File: config.mk
export PLATFORM = sky130hd
export DESIGN_NAME = mod12_wrap_monitor
export DESIGN_NICKNAME = d
export VERILOG_FILES = /design/src/rtl/mod12_wrap_monitor.sv
export SDC_FILE = /design/constraint.sdc
export NUM_CORES = 1
export LEC_CHECK = 0
export ABC_AREA = 1
export CORE_MARGIN = 2
export CORE_UTILIZATION = 25
export CTS_CLUSTER_SIZE = 25
export DETAILED_ROUTE_END_ITERATION = 8
export HOLD_SLACK_MARGIN = 0.08
export PLACE_DENSITY_LB_ADDON = 0.3
export SETUP_SLACK_MARGIN = 0.02
export SKIP_LAST_GASP = 1
export SLEW_MARGIN = 15
export SYNTH_ARGS = -nofsm -noshare
export SYNTH_HDL_FRONTEND = slang
export SYNTH_SLANG_ARGS = --single-unit
export TNS_END_PERCENT = 100
File: constraint.sdc
create_clock -name clock -period 4.4 [get_ports clock]
set_input_delay 1.32 -clock clock [delete_from_list [all_inputs] [get_ports clock]]
set_output_delay 1.32 -clock clock [all_outputs]
set_load 0.02 [all_outputs]
File: src/rtl/mod12_wrap_monitor.sv
// Observer for a mod-12 up/down counter. Each sample is classified against
// the previous legal value; wraps are counted and notable events are queued
// in a small show-ahead FIFO drained through a valid/ready handshake.
//
// state | meaning
// ------+-------------------------------------------------------------
// ARM   | no trusted previous value; the next legal sample is stored only
// TRACK | prev_q holds the last legal sample; steps are classified
module mod12_wrap_monitor #(
    parameter int CNT_W = 8,
    parameter int DEPTH = 4
) (
    input  logic             clock,
    input  logic             reset,
    input  logic [3:0]       count_in,
    input  logic             clear,
    output logic [CNT_W-1:0] up_wraps,
    output logic [CNT_W-1:0] dn_wraps,
    output logic             ev_valid,
    input  logic             ev_ready,
    output logic [1:0]       ev_code,
    output logic [3:0]       ev_count,
    output logic             ev_ovf,
    output logic             illegal_seen
);

    localparam int             AW       = (DEPTH > 1) ? $clog2(DEPTH) : 1;
    localparam logic [AW:0]    FULL_LVL = (AW + 1)'(DEPTH);

    localparam logic [1:0] EV_WRAP_UP = 2'd0;
    localparam logic [1:0] EV_WRAP_DN = 2'd1;
    localparam logic [1:0] EV_JUMP    = 2'd2;
    localparam logic [1:0] EV_ILLEGAL = 2'd3;

    typedef enum logic {
        ARM   = 1'b0,
        TRACK = 1'b1
    } state_t;

    state_t          state_q;
    state_t          state_d;
    logic [3:0]      prev_q;

    logic            legal;
    logic            ev_push;
    logic [1:0]      ev_code_new;
    logic            inc_up;
    logic            inc_dn;

    logic [1:0]      mem_code  [DEPTH];
    logic [3:0]      mem_count [DEPTH];
    logic [AW-1:0]   wr_ptr;
    logic [AW-1:0]   rd_ptr;
    logic [AW:0]     fill;
    logic            full;
    logic            pop;
    logic            push_ok;
    logic            drop;

    assign legal    = (count_in <= 4'd11);
    assign full     = (fill == FULL_LVL);
    assign ev_valid = (fill != '0);
    assign pop      = ev_valid && ev_ready;
    // A full FIFO still accepts a push when the head leaves in the same cycle.
    assign push_ok  = ev_push && (!full || pop);
    assign drop     = ev_push && full && !pop;
    assign ev_code  = mem_code[rd_ptr];
    assign ev_count = mem_count[rd_ptr];

    // Tracker state register.
    always_ff @(posedge clock or negedge reset) begin
        if (!reset) begin
            state_q <= ARM;
        end else if (clear) begin
            state_q <= ARM;
        end else begin
            state_q <= state_d;
        end
    end

    // Next state and step classification of the current sample.
    always_comb begin
        state_d     = state_q;
        ev_push     = 1'b0;
        ev_code_new = EV_JUMP;
        inc_up      = 1'b0;
        inc_dn      = 1'b0;
        if (!legal) begin
            state_d     = ARM;
            ev_push     = 1'b1;
            ev_code_new = EV_ILLEGAL;
        end else begin
            state_d = TRACK;
            if (state_q == TRACK) begin
                if (prev_q == 4'd11 && count_in == 4'd0) begin
                    ev_push     = 1'b1;
                    ev_code_new = EV_WRAP_UP;
                    inc_up      = 1'b1;
                end else if (prev_q == 4'd0 && count_in == 4'd11) begin
                    ev_push     = 1'b1;
                    ev_code_new = EV_WRAP_DN;
                    inc_dn      = 1'b1;
                end else if (count_in == prev_q ||
                             count_in == prev_q + 4'd1 ||
                             count_in + 4'd1 == prev_q) begin
                    ev_push = 1'b0;
                end else begin
                    ev_push     = 1'b1;
                    ev_code_new = EV_JUMP;
                end
            end
        end
    end

    // Previous-sample register, saturating wrap counters and sticky flags.
    always_ff @(posedge clock or negedge reset) begin
        if (!reset) begin
            prev_q       <= 4'd0;
            up_wraps     <= '0;
            dn_wraps     <= '0;
            ev_ovf       <= 1'b0;
            illegal_seen <= 1'b0;
        end else if (clear) begin
            prev_q       <= 4'd0;
            up_wraps     <= '0;
            dn_wraps     <= '0;
            ev_ovf       <= 1'b0;
            illegal_seen <= 1'b0;
        end else begin
            if (legal) begin
                prev_q <= count_in;
            end else begin
                illegal_seen <= 1'b1;
            end
            if (inc_up && up_wraps != '1) begin
                up_wraps <= up_wraps + CNT_W'(1);
            end
            if (inc_dn && dn_wraps != '1) begin
                dn_wraps <= dn_wraps + CNT_W'(1);
            end
            if (drop) begin
                ev_ovf <= 1'b1;
            end
        end
    end

    // Event FIFO: storage, pointers and fill level.
    always_ff @(posedge clock or negedge reset) begin
        if (!reset) begin
            wr_ptr <= '0;
            rd_ptr <= '0;
            fill   <= '0;
            for (int i = 0; i < DEPTH; i++) begin
                mem_code[i]  <= 2'd0;
                mem_count[i] <= 4'd0;
            end
        end else if (clear) begin
            wr_ptr <= '0;
            rd_ptr <= '0;
            fill   <= '0;
            for (int i = 0; i < DEPTH; i++) begin
                mem_code[i]  <= 2'd0;
                mem_count[i] <= 4'd0;
            end
        end else begin
            if (push_ok) begin
                mem_code[wr_ptr]  <= ev_code_new;
                mem_count[wr_ptr] <= count_in;
                wr_ptr            <= wr_ptr + AW'(1);
            end
            if (pop) begin
                rd_ptr <= rd_ptr + AW'(1);
            end
            if (push_ok && !pop) begin
                fill <= fill + (AW + 1)'(1);
            end else if (pop && !push_ok) begin
                fill <= fill - (AW + 1)'(1);
            end
        end
    end

endmodule

==> qor.yml <==
layout:
  diodes: 0
  syn_to_final_growth_pct: 22.76
  design_area_mm2: 0.003705
  nFillCells: 1265
  nets: 405
  multi_input_area_mm2: 0.001431
  drive_gt1_share_pct: 10.85
  seq_area_mm2: 0.001351
synthesis:
  ys_warn_count: 0
  yosys.area.top_type: "dfrtp_1"
  postSynthAreaPerCell_um2: 8.574
  yosys_register_bits: 54
  yosysTopAreaCellShare_pct: 44.78
  yosys-top-cells-area: "dfrtp_1 45%, nand3_1 6.8%, inv_1 5.5%, nand2_1 5.0%, ha_1 4.1%"
  synth_edf_count: 0
  synth_common_cells: "54 x dfrtp_1, 44 x inv_1, 41 x nand3_1, 40 x nand2_1, 33 x nor2_1"
  synth-async-reset-ratio_pct: 100.0
  synthCells: 352
  synth.distinct_cells: 35
  ys.flop_type: "dfrtp_1"
  yosysMostFrequentCell: "dfrtp_1"
  ys_seq_area_share_pct: 44.78
  synth_nets: 371
  synth_area_mm2: 0.003018
grt:
  grt_max_degree: 36
  grt_usage_pct: 12.33
  grt_pass1_vias: 2513
  antenna_found_initial: 0
  grt-ovfl-total: 0
  grt_pass1_wl_um: 12780
routing:
  drc: 0
  vias_per_cell: 4.768
  drt_iter0_markers: 204
  vias: 2546
  top_layer: "met4"
  wl_met3_um: 287
  final_antenna_net_count: 0
  drt_pre_antenna_iters: 6
  wl_met2_um: 3546
  wirelength_met1_um: 3686
  routedWlPerCell_um: 14.21
  wl_um: 7586
min_path:
  hold_path_class: "register to register"
power_and_ir_drop:
  p_switching_uw: 496.6
  power_density_mw_per_mm2: 415.9
  switching_share_pct: 32.23
  pwr-share-seq_pct: 37.3
  p_leak_nw: 1.663
  clockPowerShare_pct: 33.8
  power.internal_mw: 1.044
  p_comb_share_pct: 28.8
  power_mw: 1.541
  max-vdd-ir-drop_mv: 0.2410
setup_path:
  path_class: "register to output pin"
  critPathArrivalTime_ps: 2240
  critPathCaptureType: "output pin"
  cp_max_fo: 14
  critical_path_required_ps: 3080
  startpoint_type: "register"
sta:
  period_share_pct: 80.86
  period_minus_slack_ps: 3558
  timing.fmax_ghz: 0.2811
  finalHoldViolCount: 0
  rsz0062_at_grt: "no"
  final.setup.tns_ps: 0
  setup_viol: 0
  finClkSkew_ps: 3.998
  max-slew-margin-rel_pct: 50.76
  tightest_slew_ps: 738.7
  drv_slew: 0
placement:
  gp_congestion: 0.8965
  port_buffers: 32
  hpwl_um: 5535
  placed_area_mm2: 0.003506
die:
  initial_core_util_pct: 25.34
  coreArea_mm2: 0.01191
  die_area_mm2: 0.01297
  ios: 33
  die_h_um: 113.9
  row_count: 40
  chipWidth_um: 113.9
flow_run:
  cap_viol_max_count: 0
clock_network:
  clk_latency_ps: 290
  cts_made_buffers: 5
  clkSinkCount: 54
  cts.clk_slew.worst_paths_ps: 70
  htreeDepth: 2
  cts_tree: "yes"
  cts_buffer_depth: 2
  post_cts_buffers: 0
  cts_resized: 0
  cts_root_buf: "clkbuf_16"
  cts_hold_buf: 0
outcome:
  outcome: "finished clean"
## path summary, 6_finish.rpt
check                            startpoint           end  slack (ps)  depth (start not counted)
worst min register to register  mem_code[4]   mem_code[4]         520                          2
max in group asynchronous             reset   up_wraps[3]        2500                          2
worst max-delay path              rd_ptr[0]   ev_count[1]         840                          4
worst max register to register    prev_q[1]       fill[2]        2090                         16
worst min-delay path            mem_code[4]   mem_code[4]         520                          2
min in group asynchronous             reset  mem_count[2]        1090                          1
## placed cells by master (no fill, tap or decap), drive strengths merged, types with 2 or more instances in the layout
master,n
clkdlybuf4s50,31
nor2,35
a21oi,13
dfrtp,54
buf,4
xor2,2
nand4,9
clkbuf,6
nor3,6
nand2,51
inv,46
a211oi,2
o21ai,49
o22ai,9
bufinv,2
nand3,49
ha,10
a221oi,2
## critical path, cell delays in order (launching register included)
cell             delay (ps)
dfrtp_1                 550
inv_1                   410
o21ai_0                 130
o22ai_1                 200
clkdlybuf4s50_1         650
## registers in the layout, summed over array words and instances, names as in the netlist, 2 cells and up
name and flops:
dn_wraps 8, wr_ptr 2, up_wraps 8, mem_code 8, fill 3, mem_count 16
rd_ptr 2, prev_q 4
## power by group through the flow
| stage | Clock (mW) | Combinational [mW] | Sequential [mW] |
|---|---|---|---|
| after floorplan | 0 | 0.303 | 0.569 |
| after global placement | 0 | 0.446 | 0.584 |
| after detailed placement | 0 | 0.450 | 0.585 |
| after CTS | 0.530 | 0.450 | 0.575 |
| after global routing | 0.559 | 0.498 | 0.582 |
| final | 0.522 | 0.444 | 0.575 |
## layout make-up
cell class / instances / area share [%]
multi-input cells: 243 / 38.64
flip-flops and latches: 54 / 36.47
repair buffers: 35 / 9.456
inverters: 47 / 5.100
well taps: 147 / 4.965
clock buffers: 6 / 3.749
clock inverters: 2 / 1.621
## logic make-up after synthesis
kind of cell             Yosys count  synth area share [%]
AO/OA/AOI/OAI                     77                 14.06
XOR/XNOR                           3                0.8708
adder cells (fa/ha/maj)           11                 4.809
buffers and inverters             55                 7.795
flip-flops                        54                 44.78
AND/OR/NAND/NOR                  152                 27.70
## metal layers
layer	global-route usage [%]	vias to the layer above
li1	-	1259
met1	16.98	1221
met2	20.32	60
met3	2.125	6
met4	2.927	0
met5	0	-
## metrics by stage
stage	instances	setup WS [ps]	util [%]	hold slack, ps
final	534	842.4	31.10	519.4
after global routing	534	688.3	31.10	540.7
after CTS	534	797.6	31.10	521.2
after detailed placement	526	585.3	29.43	503.9
after global placement	526	652.3	29.43	496.1
after floorplan	352	1360	-	482.0
No activity file was read; power rests on OpenSTA's default activity.
